## src/rtl/is_fu_issue_queue_pkg.sv

```systemverilog
// is_fu_issue_queue_pkg: shared sizing, packet types and FU classes for the issue stage
package is_fu_issue_queue_pkg;
  localparam int IQ_DEPTH = 8;
  localparam int ISSUE_WIDTH = 3;
  localparam int NUM_ALU = 3;
  localparam int PTR_W = $clog2(IQ_DEPTH);
  localparam int CNT_W = $clog2(IQ_DEPTH + 1);
  localparam int IW_W = $clog2(ISSUE_WIDTH + 1);
  typedef enum logic [3:0] {
    ALU_ADD, ALU_SUB, ALU_SLT, ALU_SLTU, ALU_AND, ALU_OR, ALU_XOR, ALU_SLL,
    ALU_SRL, ALU_SRA, ALU_MUL, ALU_MULH, ALU_MULHSU, ALU_MULHU
  } ALU_FUNC;
  typedef enum logic [1:0] {FU_ALU, FU_MULT, FU_MEM} FU_TYPE;
  typedef struct packed {
    logic       valid;
    logic       rd_mem;
    logic       wr_mem;
    ALU_FUNC    alu_func;
    logic [7:0] tag;
  } DP_IS_PACKET;
  typedef struct packed {
    DP_IS_PACKET pkt;
    FU_TYPE      fu;
  } IQ_ENTRY;
  typedef struct packed {
    logic [CNT_W-1:0] free_slots;
  } IS_RS_PACKET;
endpackage

```

## src/rtl/is_fu_classify.sv

```systemverilog
// is_fu_classify: maps one dispatched op to the functional-unit class that executes it
//   rd_mem_i/wr_mem_i/alu_func_i : op attributes   fu_o : MEM, MULT or ALU (default)
module is_fu_classify
  import is_fu_issue_queue_pkg::*;
(
  input  logic    rd_mem_i,
  input  logic    wr_mem_i,
  input  ALU_FUNC alu_func_i,
  output FU_TYPE  fu_o
);
  assign fu_o = (rd_mem_i | wr_mem_i) ? FU_MEM :
                (alu_func_i inside {ALU_MUL, ALU_MULH, ALU_MULHSU, ALU_MULHU}) ? FU_MULT : FU_ALU;
endmodule

```

## src/rtl/is_fu_issue_queue.sv

```systemverilog
// is_fu_issue_queue: in-order circular issue queue routing ops to ALUs, one multiplier and one blocking LSU
//   clock, reset (sync, active-low), squash_flag : control
//   rs_packet_in[3], mult_stall, mem_done        : RS packets and FU back-pressure
//   is_rs_out (free-slot credit), alu/mult/mem_packet_out (registered), overflow_err (sticky)
//   IS_BYPASS_EN: when the queue is empty, arriving packets compete for issue in their arrival cycle
module is_fu_issue_queue
  import is_fu_issue_queue_pkg::*;
(
  input  logic        clock,
  input  logic        reset,
  input  logic        squash_flag,
  input  DP_IS_PACKET rs_packet_in [ISSUE_WIDTH],
  input  logic        mult_stall,
  input  logic        mem_done,
  output IS_RS_PACKET is_rs_out,
  output DP_IS_PACKET alu_packet_out [NUM_ALU],
  output DP_IS_PACKET mult_packet_out,
  output DP_IS_PACKET mem_packet_out,
  output logic        overflow_err
);
  IQ_ENTRY iq_q [IQ_DEPTH];
  logic [PTR_W-1:0] head_q, tail_q;
  logic [CNT_W-1:0] count_q, free;
  logic mem_busy_q, ovf_q, byp, mem_iss, mult_u, blk, ok;
  DP_IS_PACKET alu_q [NUM_ALU], alu_d [NUM_ALU], mult_q, mult_d, mem_q, mem_d;
  FU_TYPE fu_in [ISSUE_WIDTH];
  IQ_ENTRY in_c [ISSUE_WIDTH], cand [ISSUE_WIDTH], enq_e [ISSUE_WIDTH];
  logic [IW_W-1:0] n_in, n_acc, cand_n, n_iss, n_enq, n_deq, alu_n, skip;
  for (genvar i = 0; i < ISSUE_WIDTH; i++) begin : g_cls
    is_fu_classify u_cls (
      .rd_mem_i  (rs_packet_in[i].rd_mem),
      .wr_mem_i  (rs_packet_in[i].wr_mem),
      .alu_func_i(rs_packet_in[i].alu_func),
      .fu_o      (fu_in[i])
    );
  end
  assign free = CNT_W'(IQ_DEPTH) - count_q;
`ifdef IS_BYPASS_EN
  assign byp = count_q == '0;
`else
  assign byp = 1'b0;
`endif
  always_comb begin
    n_in = '0;
    for (int i = 0; i < ISSUE_WIDTH; i++) in_c[i] = '0;
    for (int i = 0; i < ISSUE_WIDTH; i++)
      if (rs_packet_in[i].valid) begin
        in_c[n_in] = '{pkt: rs_packet_in[i], fu: fu_in[i]};
        n_in = n_in + IW_W'(1);
      end
    n_acc = (CNT_W'(n_in) > free) ? IW_W'(free) : n_in;
  end
  // oldest-first selection; the first op that cannot go blocks all younger ones
  always_comb begin
    for (int j = 0; j < ISSUE_WIDTH; j++) cand[j] = byp ? in_c[j] : iq_q[head_q + PTR_W'(j)];
    cand_n = byp ? n_in : (count_q >= CNT_W'(ISSUE_WIDTH) ? IW_W'(ISSUE_WIDTH) : IW_W'(count_q));
    for (int j = 0; j < NUM_ALU; j++) alu_d[j] = '0;
    mult_d = '0;
    mem_d = '0;
    n_iss = '0;
    alu_n = '0;
    blk = 1'b0;
    ok = 1'b0;
    mult_u = 1'b0;
    mem_iss = 1'b0;
    for (int j = 0; j < ISSUE_WIDTH; j++) begin
      ok = !blk && IW_W'(j) < cand_n &&
           (cand[j].fu == FU_ALU  ? alu_n < IW_W'(NUM_ALU) :
            cand[j].fu == FU_MULT ? !mult_stall && !mult_u : !mem_busy_q && !mem_iss);
      blk = !ok;
      if (ok && cand[j].fu == FU_ALU) begin
        alu_d[alu_n] = cand[j].pkt;
        alu_n = alu_n + IW_W'(1);
      end
      if (ok && cand[j].fu == FU_MULT) begin
        mult_d = cand[j].pkt;
        mult_u = 1'b1;
      end
      if (ok && cand[j].fu == FU_MEM) begin
        mem_d = cand[j].pkt;
        mem_iss = 1'b1;
      end
      n_iss = n_iss + IW_W'(ok);
    end
    // bypassed ops never occupy the queue, so only the remainder is written
    skip = byp ? n_iss : '0;
    n_deq = byp ? '0 : n_iss;
    n_enq = n_acc - skip;
    for (int i = 0; i < ISSUE_WIDTH; i++) enq_e[i] = '0;
    for (int i = 0; i < ISSUE_WIDTH; i++)
      if (IW_W'(i) >= skip) enq_e[IW_W'(i) - skip] = in_c[i];
  end
  always_ff @(posedge clock) begin
    if (!reset || squash_flag) begin
      head_q <= '0;
      tail_q <= '0;
      count_q <= '0;
      mem_busy_q <= 1'b0;
      for (int j = 0; j < NUM_ALU; j++) alu_q[j] <= '0;
      mult_q <= '0;
      mem_q <= '0;
    end else begin
      for (int k = 0; k < ISSUE_WIDTH; k++)
        if (IW_W'(k) < n_enq) iq_q[tail_q + PTR_W'(k)] <= enq_e[k];
      head_q <= head_q + PTR_W'(n_deq);
      tail_q <= tail_q + PTR_W'(n_enq);
      count_q <= count_q + CNT_W'(n_enq) - CNT_W'(n_deq);
      mem_busy_q <= mem_iss || (mem_busy_q && !mem_done);
      alu_q <= alu_d;
      mult_q <= mult_d;
      mem_q <= mem_d;
    end
    if (!reset) ovf_q <= 1'b0;
    else if (!squash_flag && CNT_W'(n_in) > free) ovf_q <= 1'b1;
  end
  assign is_rs_out.free_slots = free;
  assign alu_packet_out = alu_q;
  assign mult_packet_out = mult_q;
  assign mem_packet_out = mem_q;
  assign overflow_err = ovf_q;
endmodule

```

## config.mk

```make
export PLATFORM = sky130hd
export DESIGN_NAME = is_fu_issue_queue
export DESIGN_NICKNAME = d
export VERILOG_FILES = /design/src/rtl/is_fu_issue_queue_pkg.sv /design/src/rtl/is_fu_classify.sv /design/src/rtl/is_fu_issue_queue.sv
export SDC_FILE = /design/constraint.sdc
export NUM_CORES = 1
export LEC_CHECK = 0
export BUFFER_PORTS_ARGS = -buffer_cell sky130_fd_sc_hd__buf_2
export CAP_MARGIN = 10
export CORE_ASPECT_RATIO = 0.9
export CORE_MARGIN = 5
export CORE_UTILIZATION = 55
export CTS_CLUSTER_SIZE = 28
export DETAILED_ROUTE_END_ITERATION = 10
export HOLD_SLACK_MARGIN = 0.05
export PLACE_DENSITY = 0.75
export SLEW_MARGIN = 10
export SYNTH_ARGS = -nofsm -noshare
export SYNTH_HDL_FRONTEND = slang
export SYNTH_HIERARCHICAL = 1
export SYNTH_SLANG_ARGS = --single-unit
```

## constraint.sdc

```tcl
create_clock -name clock -period 9.2 [get_ports clock]
set_clock_uncertainty 0.05 [all_clocks]
set_input_delay 1.84 -clock clock [delete_from_list [all_inputs] [get_ports clock]]
set_output_delay 1.84 -clock clock [all_outputs]
set_load 0.05 [all_outputs]
```

After elaboration in Yosys (flattened, before gate mapping)
Memories as Yosys holds them, arrays and structs flattened. A register that Yosys moved wholly into a read port is not among the register bits.
Cells that the tools add are included.
{"block": "totals", "out_inout_bits": 80, "memories": 1, "reg_bits": 87, "elab_cells": 187, "ramBits": 136}
{"name": "iq_q", "depth": 8, "word_bits": 17, "rd": 3, "rd_clocked_by_memory_dff": 1, "wr": 3, "line_no": "is_fu_issue_queue.sv:21", "text": "IQ_ENTRY iq_q [IQ_DEPTH];"}
{"block": "op_classes", "order_cmp": 18, "n_mux": 58, "eq_ne": 18, "add_sub_neg": 14, "n_reduce_logical": 41, "n_bitwise": 7}
{"op": "$mux W15", "n": 9}
{"op": "$bwmux W51", "n": 2}
{"op": "$mux W51", "n": 2}
{"op": "$bwmux W45", "n": 2}
{"op": "$mux W45", "n": 2}
{"op": "$demux W17 S2", "n": 2}
{"op": "$demux W15 S2", "n": 2}
{"op": "$mux W17", "n": 3}
{"op": "$eq A4 B4 Y1 const B", "n": 12}
{"op": "$mux W1", "n": 25}
{"op": "$logic_and A1 B1 Y1", "n": 24}
{"op": "$mux W2", "n": 8}
{"op": "$ge A3 B3 Y1 const B", "n": 4}
{"op": "$lt A3 B1 Y1 const B", "n": 4}
{"op": "$reduce_bool A4 Y1", "n": 3}
{"op": "$logic_not A1 Y1", "n": 9}
{"op": "$not A2 Y3", "n": 3}
{"op": "$lt A1 B2 Y1 const A", "n": 4}
{"op": "$add A3 B1 Y3 const B", "n": 2}
{"op": "$add A3 B2 Y3", "n": 2}
{"op": "$add A3 B2 Y3 const B", "n": 2}
{"op": "$eq A2 B1 Y1 const B", "n": 3}
{"op": "$eq A2 B2 Y1 const B", "n": 3}
{"op": "$logic_not A2 Y1", "n": 3}
{"op": "other kinds (16)", "n": 21}

Logic depth before layout (Yosys ltp)
Gate-level depths: netlist of run 1.
{"block": "logic_depth", "depth_word": 21, "depth_mapped": 20, "ltp_nobuf": 19}

Hierarchy
The synthesis of run 1 kept the hierarchy.
{"mod": "is_fu_issue_queue", "area_per_inst_um2": 14651.6, "cells_each": 1351, "seq_area_each_um2": 5825.6, "n_inst": 1}
{"mod": "is_fu_classify", "area_per_inst_um2": 30.0, "cells_each": 3, "seq_area_each_um2": 0.0, "n_inst": 3}

Least setup slack after synthesis of run 1
No wires, ideal clock.
{"block": "synth_path", "path_kind": "input-to-reg", "startpoint": "in rs_packet_in[44] (netlist name)", "endpoint": "mem iq_q[0][0] (netlist name) (enable)", "cell_stages": 10, "slack_ps": 3204, "path_buffers": 1, "setup_time_ps": 418, "t_required_ps": 8732, "arrival_ps": 5528, "path_cell_list": "clkbuf_1 inv_1 fa_1 ha_1 a221oi_2 a21oi_2 nor2_1 nor2_1 o31a_1 o31ai_1"}
{"item": "start, declared", "line_no": "is_fu_issue_queue.sv:12", "text": "input DP_IS_PACKET rs_packet_in [ISSUE_WIDTH],"}
{"item": "end, declared", "line_no": "is_fu_issue_queue.sv:21"}

Worst setup path after layout of run 1
{"block": "layout_path", "startpoint": "reg head_q[0]", "endpoint": "reg count_q[3]"}
{"block": "layout_between", "elab_chain_len": 15, "elab_cells_between_ends": 29, "cone_classes": "add/sub (5); order compare (1); eq/ne (3); mux (7); reduce/logical (12); memory (1)"}
{"item": "start, declared", "line_no": "is_fu_issue_queue.sv:22", "text": "logic [PTR_W-1:0] head_q, tail_q;"}
{"item": "start signal, assigned", "line_no": "is_fu_issue_queue.sv:105", "text": "head_q <= head_q + PTR_W'(n_deq);"}
{"item": "$add A3 B1 Y3", "line_no": "is_fu_issue_queue.sv:55", "text": "for (int j = 0; j < ISSUE_WIDTH; j++) cand[j] = byp ? in_c[j] : iq_q[head_q + PTR_W'(j)];"}
{"item": "$mem_v2 Z8 W17 (*)"}
{"item": "$eq A2 B1 Y1", "line_no": "is_fu_issue_queue.sv:69, is_fu_issue_queue.sv:75"}
{"item": "$mux W1", "line_no": "is_fu_issue_queue.sv:69", "text": "cand[j].fu == FU_MULT ? !mult_stall && !mult_u : !mem_busy_q && !mem_iss);"}
{"item": "$mux W1", "line_no": "is_fu_issue_queue.sv:68", "text": "(cand[j].fu == FU_ALU ? alu_n < IW_W'(NUM_ALU) :"}
{"item": "$logic_and A1 B1 Y1", "line_no": "is_fu_issue_queue.sv:67", "text": "ok = !blk && IW_W'(j) < cand_n &&"}
{"item": "$logic_and A1 B1 Y1, on equally long branches", "line_no": "is_fu_issue_queue.sv:79, is_fu_issue_queue.sv:75"}
{"item": "$mux W1, on equally long branches", "line_no": "is_fu_issue_queue.sv:79, is_fu_issue_queue.sv:75"}
{"item": "$logic_not A1 Y1", "line_no": "is_fu_issue_queue.sv:69"}
{"item": "$logic_and A1 B1 Y1", "line_no": "is_fu_issue_queue.sv:69"}
{"item": "$mux W1", "line_no": "is_fu_issue_queue.sv:69"}
{"item": "$mux W1", "line_no": "is_fu_issue_queue.sv:68"}
{"item": "$logic_and A1 B1 Y1", "line_no": "is_fu_issue_queue.sv:67"}
{"item": "$add A2 B1 Y2 (*)", "line_no": "is_fu_issue_queue.sv:83", "text": "n_iss = n_iss + IW_W'(ok);"}
{"item": "$sub A4 B2 Y4 (*)", "line_no": "is_fu_issue_queue.sv:107", "text": "count_q <= count_q + CNT_W'(n_enq) - CNT_W'(n_deq);"}
{"item": "end signal, assigned", "line_no": "is_fu_issue_queue.sv:107"}
{"item": "end, declared", "line_no": "is_fu_issue_queue.sv:23", "text": "logic [CNT_W-1:0] count_q, free;"}
Every way passes the cells marked *; elsewhere a longest branch is shown, timed or not.
A chain may end at the register's enable or synchronous reset.

==> results by group, run 1 <==
Timing
  – Post-layout min period: 6.13 ns
  – Final hold vios: 0
  – Headroom to the max-slew limit: 17.6%
  – Endpoints failing setup: 0
  – Setup ws final: 3.07 ns
  – Max-slew violation count: 0
  – Fmax: 163 MHz
  – Fin Hold WS: 0.423 ns
  – Worst-margin pin slew: 1.24 ns
  – Setup TNS Final: 0 ns
  – RSZ-0062 raised after global routing: no
  – Tcrit/Tclk final: 66.6%

GRT
  – GRT overflow: 0
  – Vias in the first global route: 10600
  – Total global-route track usage: 26.5%
  – Initial antenna violation count: 1
  – First-pass GRT wire length: 63.5 mm
  – Pin count of the biggest net entering global routing: 84

Final layout
  – Final-layout fill cell count: 2077
  – Diode count: 0
  – Post-Route Utilization: 62.3%
  – Final nets: 1503
  – Finished Layout Cells: 1793
  – Share of post-route cells with drive strength above 1: 27.5%
  – Area delta synth->final: 11.1%
  – Design Area, Final: 16400 µm²

Die
  – # rows: 56
  – Ports: 130
  – Core Area: 26300 µm²
  – Die area: 30200 µm²
  – Initial Utilization: 56.1%
  – Die Ht: 165 µm
  – Die Wd: 183 µm

Synth
  – Sequential element share of the synthesized area: 39.5%
  – Top cell type's share of synthesized area: 27.7%
  – Seq cells post-synth: 223
  – Warnings from Yosys: 6
  – Mean post-synth cell area: 10.8 µm²
  – Post-synth EDFFs: 136
  – Synth Cell Area: 14700 µm²
  – Post-Syn Nets: 1435
  – Netlist cell types: 76
  – Top cells by area, synth: edfxtp_1 28%, mux2i_1 12%, dfxtp_1 12%
  – Area leader, netlist: edfxtp_1
  – FFs w/ async S/R, synth: 0%
  – Most used DFF post-synth: edfxtp_1
  – Top post-synthesis cells by count: 183 x mux2i_1, 161 x nand2_1, 136 x edfxtp_1
  – Synth Instances: 1360
  – Top-count cell post-synth: mux2i_1

Drt
  – DRC: 0
  – DRT iter0 DRCs: 1360
  – Vias/cell: 6.49
  – Wire length per cell: 22.6 µm
  – Via Count: 11600
  – WL final: 40.4 mm
  – Routed Antenna Nets: 0
  – DR pass1 iterations: 6

Setup path
  – R2r setup slk: 3.07 ns
  – Reg-to-reg endpoint: count_q[3]$_SDFF_PP0_
  – CP Class: reg -> reg
  – Crit path capture: count_q[3]$_SDFF_PP0_
  – Reg2Reg Depth: 17
  – CP peak stage delay: 0.79 ns
  – Worst setup EP type: flip-flop
  – Cell Chain, Critical Path: buf_4 -> mux2_4 -> o22ai_1 -> o21ai_0 -> inv_1 -> ha_1 -> a31oi_1 -> o21ai_0 -> a21boi_0 -> fa_1 -> fa_1 -> inv_1 -> ha_1 -> a21o_1 -> a21oi_1 -> xnor2_1 -> nor2_1
  – Worst path slowest cell: buf_4
  – Critical Path AT: 6.45 ns
  – CP Launch Point: head_q[0]$_SDFF_PP0_
  – Worst reg2reg startpoint: head_q[0]$_SDFF_PP0_
  – Crit-path max FO: 60
  – Crit path launch type: flip-flop
  – Worst path required time: 9.53 ns

Clocking
  – Clock sink count: 223
  – Clock-pin slew on the worst setup and hold paths: 0.07 ns
  – Post-CTS setup buffers: 0
  – # hold bufs at CTS: 0
  – Clock latency on the worst-skew pair: 0.53 ns
  – CTS tree: yes
  – Clk root buf: clkbuf_16
  – CTS buffer count: 24
  – CTS-repair resized insts: 0
  – Htree depth: 1
  – Clock Tree Buf Depth: 3

Placement
  – Placer Congestion: 0.906
  – Input/output buffers: 129
  – DP Cell Count: 1749
  – Pre-CTS setup slack: 2.89 ns
  – Final HPWL DP: 29.7 mm
  – Placed inst area: 15600 µm²

Power and ir drop
  – VDD IR max: 0.000160 V
  – Pwr Total: 4.19 mW
  – Power Dens Cells: 256 nW/µm²
  – Leakage: 5.44 nW

Job
  – Max-Cap Viols: 0

Hold path
  – Hold Path Class: reg -> reg

Status
  – Status: completed
[cell families after synthesis]
| group | after synthesis | synth area share (%) |
|---|---|---|
| buf+inv | 141 | 4.17 |
| simple gates | 327 | 11.5 |
| compound gates | 308 | 14.3 |
| flops | 223 | 39.5 |
| fa+ha+maj | 26 | 2.50 |
| mux | 323 | 27.3 |
| xor+xnor | 12 | 0.764 |
[power by group]
part | internal, mW | switching, mW
logic | 0.786 | 1.21
clock network | 0.521 | 0.411
registers | 1.17 | 0.0931
total | 2.48 | 1.71
[worst max-delay path: cells and delay by family (launching register included)]
family	cells	cell delay, ns
mux	1	0.36
xor+xnor	1	0.13
buf+inv	3	1.61
flops	1	0.61
fa+ha+maj	4	1.74
simple gates	1	0.05
compound gates	7	1.40
[how the worst min path moves through the flow]
| stage | from | end | depth (start not counted) |
|---|---|---|---|
| after floorplan | tail_q[0]$_SDFF_PP0_ | tail_q[0]$_SDFF_PP0_ | 2 |
| after global placement | overflow_err$_SDFFE_PN0P_ | overflow_err$_SDFFE_PN0P_ | 1 |
| after detailed placement | overflow_err$_SDFFE_PN0P_ | overflow_err$_SDFFE_PN0P_ | 1 |
| after CTS | overflow_err$_SDFFE_PN0P_ | overflow_err$_SDFFE_PN0P_ | 1 |
| after global routing | overflow_err$_SDFFE_PN0P_ | overflow_err$_SDFFE_PN0P_ | 1 |
| final | overflow_err$_SDFFE_PN0P_ | overflow_err$_SDFFE_PN0P_ | 1 |
[cells in the final DEF, fill, tap and decap left out, drive strengths merged, types with 4 or more instances in the layout]
cell type,synthesis,routed
mux4,53,53
edfxtp,136,136
a211oi,46,46
fa,6,6
a222oi,15,15
ha,19,19
nand2,161,161
nor4,25,25
o21ai,102,102
or3,4,4
or2,5,5
nand2b,34,34
xnor2,10,10
nor2,40,40
and2,9,9
nor3,7,7
clkbuf,70,27
mux2,87,87
a31oi,17,17
inv,25,26
o22ai,16,16
buf,46,158
nand3,7,7
dfxtp,87,87
a22o,16,16
mux2i,183,183
a22oi,30,30
clkinv,0,11
a21oi,36,36
o211ai,5,5
nor3b,20,20
[routing by layer]
layer | share of wire (%) | up-vias | track usage, % | wire length [µm]
met5 | 0 | - | 0 | 0
met4 | 1.8 | 0 | 4.98 | 711
met1 | 47 | 5633 | 42.4 | 19000
li1 | - | 5323 | - | -
met2 | 40 | 646 | 37.2 | 16200
met3 | 11 | 39 | 5.48 | 4530
[area by class of cell]
type,count,area [µm²],area share (%)
Sequential cell,223,5830,35.6
Clock inverter,16,141,0.863
Clock buffer,27,622,3.80
Inverter,25,93.8,0.573
Multi-Input combinational cell,996,8390,51.2
Timing Repair Buffer,158,867,5.29
Tap cell,348,435,2.66
[state kept, by name, summed over array words and instances, names as in the netlist]
register / cells
overflow_err: 1
mem_busy_q: 1
head_q: 3
mult_packet_out: 15
count_q: 4
mem_packet_out: 15
alu_packet_out: 45
iq_q: 136
tail_q: 3
(Power assumes the default switching activity.)
==> run 2, diff against run 1 <==
Clock period 9.2 ns to 5.65 ns, I/O delays scaled along.
==> results by group, run 2 (synthesis gave the netlist of run 1 again) <==
Final layout
  – Area delta synth->final: 12.6%
  – Final nets: 1519 (+1.1%)
  – Final-layout fill cell count: 2012 (-3.1%)
  – Most frequent cells in the layout: 183 x mux2i_1, 161 x nand2_1, 136 x edfxtp_1, 129 x buf_2, 84 x dfxtp_1
  – Largest register FFs: 136 (unchanged)
  – Finished Layout Cells: 1810 (+0.95%)
  – Diode count: 0 (unchanged)
  – Share of post-route cells with drive strength above 1: 28.3% (+0.84 points)
  – Commonest non-fill, non-tap cell in the layout: mux2i_1
  – Most flops, register: iq_q

Drt
  – Routed Antenna Nets: 0 (unchanged)
  – Wire length per cell: 23.2 µm (+3.0%)
  – DR pass1 iterations: 7 (+1)
  – Via Count: 11700 (+0.83%)
  – DRC: 0 (unchanged)
  – DRT iter0 DRCs: 1450 (+6.6%)
  – Vias/cell: 6.49 (-0.11%)
  – WL final: 42.1 mm (+4.0%)

Timing
  – Post-layout min period: 4.93 ns
  – Fmax: 203 MHz
  – Worst-margin pin slew: 1.11 ns (-0.124 ns)
  – Setup TNS Final: 0 ns (unchanged)
  – RSZ-0062 raised after global routing: no
  – Tcrit/Tclk final: 87.3%
  – Setup ws final: 0.716 ns (-2.36 ns)
  – Headroom to the max-slew limit: 25.4% (+7.8 points)
  – Max-slew violation count: 0 (unchanged)
  – Final hold vios: 0 (unchanged)
  – Endpoints failing setup: 0 (unchanged)

Job
  – Max-Cap Viols: 0 (unchanged)

Power and ir drop
  – Pwr Total: 7.07 mW (+69%)
  – Leakage: 5.58 nW (+2.6%)
  – VDD IR max: 0.000233 V (+46%)
  – Power Dens Cells: 426 nW/µm² (+67%)

Setup path
  – Critical Path AT: 5.27 ns (-1.18 ns)
  – CP Class: in -> reg
  – Crit path launch type: input pin
  – Worst setup EP type: flip-flop
  – Worst path required time: 5.98 ns (-3.55 ns)
  – Crit-path max FO: 10 (-83%)

Clocking
  – # hold bufs at CTS: 0 (unchanged)
  – Clock-pin slew on the worst setup and hold paths: 0.06 ns (about the same)
  – Clk root buf: clkbuf_16
  – CTS buffer count: 24 (unchanged)
  – Htree depth: 1 (unchanged)
  – CTS tree: yes
  – Clock sink count: 223 (unchanged)
  – Clock Tree Buf Depth: 3 (unchanged)
  – CTS-repair resized insts: 0 (unchanged)
  – Clock latency on the worst-skew pair: 0.53 ns (about the same)
  – Post-CTS setup buffers: 0 (unchanged)

Hold path
  – Hold Path Class: reg -> reg

Die
  – Die Wd: 183 µm (unchanged)
  – Die area: 30200 µm² (unchanged)
  – Die Ht: 165 µm (unchanged)
  – Ports: 130 (unchanged)
  – Core Area: 26300 µm² (unchanged)
  – # rows: 56 (unchanged)
  – Initial Utilization: 56.1% (unchanged)

Placement
  – DP Cell Count: 1766 (+0.97%)
  – Final HPWL DP: 30.8 mm (+3.6%)
  – Pre-CTS setup slack: 0.206 ns (-2.68 ns)
  – Input/output buffers: 129 (unchanged)
  – Placer Congestion: 0.867 (-4.3%)

GRT
  – Total global-route track usage: 27.5% (+0.97 points)
  – GRT overflow: 0 (unchanged)
  – Pin count of the biggest net entering global routing: 75 (-11%)
  – Vias in the first global route: 11200 (+6.1%)
  – First-pass GRT wire length: 65.8 mm (+3.6%)
  – Initial antenna violation count: 0 (-1)

Status
  – Status: completed
[run 2: metal layers]
metal  share of wire (%)  GRT usage, %  vias up  routed length (µm)
li1                    -             -     5358                   -
met1                  44          41.2     5638               18500
met2                  42          40.6      676               17700
met3                  12          6.55       66                4940
met4                 2.3          6.48        0                 986
met5                   0             0        -                   0
[run 2: report_power, final]
part	leakage [nW]	internal [mW]	total [mW]	switching (mW)
logic	3.20	1.31	3.32	2.01
clock network	0.428	1.05	1.72	0.668
registers	1.95	1.91	2.04	0.127
total	5.58	4.27	7.07	2.81
[run 2: worst paths after layout]
check	start	endpoint	slack [ns]	cells after the start
max	rs_packet_in[29]	count_q[3]$_SDFF_PP0_	0.72	15
min	overflow_err$_SDFFE_PN0P_	overflow_err$_SDFFE_PN0P_	0.42	1
max reg2reg	head_q[0]$_SDFF_PP0_	count_q[3]$_SDFF_PP0_	0.73	15
min reg2reg	overflow_err$_SDFFE_PN0P_	overflow_err$_SDFFE_PN0P_	0.42	1
[run 2: per-stage QoR]
stage	hold slack [ns]	instance area (µm²)	utilization, %
after detailed placement	0.411	15700	59.9
after floorplan	0.528	14700	-
after CTS	0.425	16600	63.2
final	0.419	16600	63.2
after global placement	0.395	15700	59.9
after global routing	0.458	16600	63.2
[run 2: area by class of cell]
class                           instances  area [µm²]  share of cell area, %
Clock inverter                         13         184                   1.11
Sequential cell                       223        5830                   35.1
Tap cell                              348         435                   2.62
Inverter                               25        93.8                  0.565
Timing Repair Buffer                  174         983                   5.92
Multi-Input combinational cell        996        8380                   50.5
Clock buffer                           31         688                   4.15
[run 2: worst max-delay path, stage by stage]
cell and delay, ns:
buf_2 0.11, inv_1 0.15, fa_1 0.49, ha_1 0.34, a221o_1 0.39, nor3_2 0.85
nor2_1 0.33, inv_1 0.16, fa_1 0.42, inv_1 0.11, ha_1 0.24, a21o_1 0.18
a21oi_1 0.17, xnor2_1 0.14, nor2_1 0.05
==> run 3, diff against run 2 <==
Settings changed: CELL_PAD_IN_SITES_DETAIL_PLACEMENT set to 2, CELL_PAD_IN_SITES_GLOBAL_PLACEMENT set to 2, CORE_UTILIZATION 55 to 40, PLACE_DENSITY 0.75 to unset, PLACE_DENSITY_LB_ADDON set to 0.1.
==> results by group, run 3 (synthesis gave the netlist of run 1 again) <==
Clocking
  – Clock latency on the worst-skew pair: 0.57 ns (+0.04 ns)
  – CTS buffer count: 27 (+13%)
  – # hold bufs at CTS: 0 (unchanged)
  – Post-CTS setup buffers: 0 (unchanged)
  – CTS tree: yes
  – Clk root buf: clkbuf_16
  – Clock-pin slew on the worst setup and hold paths: 0.06 ns (about the same)
  – Htree depth: 1 (unchanged)
  – CTS-repair resized insts: 0 (unchanged)
  – Clock Tree Buf Depth: 3 (unchanged)
  – Clock sink count: 223 (unchanged)

Final layout
  – Final-layout fill cell count: 3698 (+84%)
  – Final nets: 1527 (+0.53%)
  – Area delta synth->final: 14.3%
  – Most frequent cells in the layout: 183 x mux2i_1, 161 x nand2_1, 136 x edfxtp_1, 129 x buf_2, 84 x dfxtp_1
  – Share of post-route cells with drive strength above 1: 29.1% (+0.74 points)
  – Diode count: 0 (unchanged)
  – Most flops, register: iq_q
  – Largest register FFs: 136 (unchanged)
  – Commonest non-fill, non-tap cell in the layout: mux2i_1
  – Finished Layout Cells: 1949 (+7.7%)

Power and ir drop
  – Pwr Total: 7.43 mW (+5.0%)
  – Pint: 4.30 mW (+0.77%)
  – Psw: 3.13 mW (+12%)
  – Leakage: 5.65 nW (+1.3%)
  – VDD IR max: 0.000238 V (+2.0%)
  – Sequential Power Share: 27.2% (-1.6 points)
  – Comb pwr share: 48.2% (+1.3 points)
  – Power Dens Cells: 441 nW/µm² (+3.4%)
  – Sw Ratio: 42.1% (+2.4 points)
  – Clock power share: 24.6% (+0.3 points)

Job
  – Max-Cap Viols: 0 (unchanged)

GRT
  – GRT met2 Usage: 43.0% (+2.5 points)
  – Initial antenna violation count: 1 (+1)
  – Met1 Track Usage GR: 38.3% (-2.8 points)
  – Total global-route track usage: 27.0% (-0.54 points)
  – Global route hottest layer: met2
  – Met3 Resource Use GR: 5.37% (-1.2 points)
  – Vias in the first global route: 13000 (+16%)
  – Pin count of the biggest net entering global routing: 65 (-13%)
  – First-pass GRT wire length: 84.9 mm (+29%)
  – GRT overflow: 0 (unchanged)

Setup path
  – Worst setup EP type: flip-flop
  – Reg-to-reg endpoint: count_q[3]$_SDFF_PP0_
  – Worst path slowest cell: ha_1
  – CP peak stage delay: 0.60 ns (-0.25 ns)
  – Crit path launch type: flip-flop
  – R2r setup slk: 0.59 ns (-0.14 ns)
  – Cell Chain, Critical Path: ha_1 -> mux2_2 -> mux4_2 -> nand4b_2 -> ha_1 -> a31oi_1 -> o21ai_0 -> a21boi_0 -> fa_1 -> fa_1 -> inv_1 -> ha_1 -> a21o_1 -> a21oi_1 -> xnor2_1 -> nor2_1
  – CP Class: reg -> reg
  – Cell repeated most along the worst path: ha_1
  – Worst path required time: 6.00 ns (+0.02 ns)
  – Reg2Reg Depth: 16 (+1)
  – Critical Path AT: 5.40 ns (+0.13 ns)
  – Worst reg2reg startpoint: head_q[0]$_SDFF_PP0_
  – Crit-path max FO: 11 (+1)

Drt
  – Vias/cell: 6.26 (-3.5%)
  – Via Count: 12200 (+3.9%)
  – DR pass1 iterations: 6 (-1)
  – DRC: 0 (unchanged)
  – Routed Antenna Nets: 0 (unchanged)
  – DRT iter0 DRCs: 1054 (-27%)
  – WL final: 55.9 mm (+33%)
  – Wire length per cell: 28.7 µm (+23%)

Hold path
  – Hold Path Class: reg -> reg
  – Hold depth: 1 (unchanged)
  – Worst Hold Launch: overflow_err$_SDFFE_PN0P_
  – WHS Endpoint: overflow_err$_SDFFE_PN0P_

Timing
  – Headroom to the max-slew limit: 11.5% (-14 points)
  – RSZ-0062 raised after global routing: no
  – Max-slew violation count: 0 (unchanged)
  – Endpoints failing setup: 0 (unchanged)
  – Tcrit/Tclk final: 89.5% (+2.2 points)
  – Worst-margin pin slew: 1.32 ns (+0.209 ns)
  – Post-layout min period: 5.06 ns (+0.122 ns)
  – Final hold vios: 0 (unchanged)
  – Fmax: 198 MHz (-2.4%)
  – Setup TNS Final: 0 ns (unchanged)

Placement
  – Final HPWL DP: 40.0 mm (+30%)
  – Input/output buffers: 129 (unchanged)
  – DP Cell Count: 1899 (+7.5%)
  – Placer Congestion: 0.830 (-4.3%)

Die
  – Die Ht: 192 µm (+16%)
  – Core Area: 36300 µm² (+38%)
  – # rows: 66 (+18%)
  – Initial Utilization: 40.7% (-15 points)
  – Ports: 130 (unchanged)
  – Die area: 40800 µm² (+35%)
  – Die Wd: 212 µm (+16%)

Status
  – Status: completed
[run 3: cell count changes in the layout (fill, tap and decap cells not counted), sizes merged]
cell | previous run | this run
bufinv | 4 | 1
inv | 27 | 30
clkinv | 6 | 10
clkbuf | 31 | 34
buf | 174 | 179
clkinvlp | 1 | 0
[run 3: area by class of cell]
cell class,count,area (µm²),area share [%]
Sequential cell,223,5830,34.6
Clock inverter,16,134,0.794
Clock buffer,34,787,4.67
Timing Repair Buffer,179,1020,6.06
Multi-Input combinational cell,996,8390,49.8
Tap cell,476,596,3.53
Inverter,25,93.8,0.557
[run 3: worst max path at each step]
stage / cells past startpoint / startpoint / slack [ns] / to
after global placement: 17 / rs_packet_in[44] / 0.61 / count_q[3]$_SDFF_PP0_
after floorplan: 10 / rs_packet_in[44] / 0.36 / iq_q[0][0]$_DFFE_PP_
final: 16 / head_q[0]$_SDFF_PP0_ / 0.59 / count_q[3]$_SDFF_PP0_
after detailed placement: 11 / rs_packet_in[44] / 0.33 / iq_q[4][11]$_DFFE_PP_
after global routing: 16 / head_q[0]$_SDFF_PP0_ / 0.32 / count_q[3]$_SDFF_PP0_
after CTS: 16 / head_q[0]$_SDFF_PP0_ / 0.59 / count_q[3]$_SDFF_PP0_
[run 3: routing by layer]
metal,wire length (µm),up-vias
met5,0,-
met2,25300,451
met3,3980,78
met1,25600,6275
li1,-,5390
met4,1030,0
[run 3: critical path, delay by kind of cell (launching register included)]
kind	cells	cell delay, ns
AO/OA/AOI/OAI	5	0.64
XOR/XNOR	1	0.15
adder cells (fa/ha/maj)	5	2.38
buffers and inverters	1	0.07
flip-flops	1	0.38
multiplexers	2	0.92
AND/OR/NAND/NOR	2	0.32
[run 3: metrics by stage]
stage               util [%]  cell area (µm²)  hold slack (ns)  setup slack, ns
floorplan                  -            14700            0.528            0.364
global placement        43.9            15900            0.395            0.606
detailed placement      43.9            15900            0.422            0.329
CTS                     46.5            16900            0.435            0.590
global route            46.5            16900            0.465            0.321
finish                  46.5            16900            0.424            0.594
[run 3: power groups by stage]
stage / logic (mW) / clock network (mW) / registers [mW]
6_report: 3.58 / 1.83 / 2.02
3_3_place_gp: 3.37 / 0 / 2.03
5_1_grt: 3.86 / 1.93 / 2.04
4_1_cts: 3.57 / 1.85 / 2.02
3_5_place_dp: 3.52 / 0 / 2.05
2_1_floorplan: 2.43 / 0 / 2.13
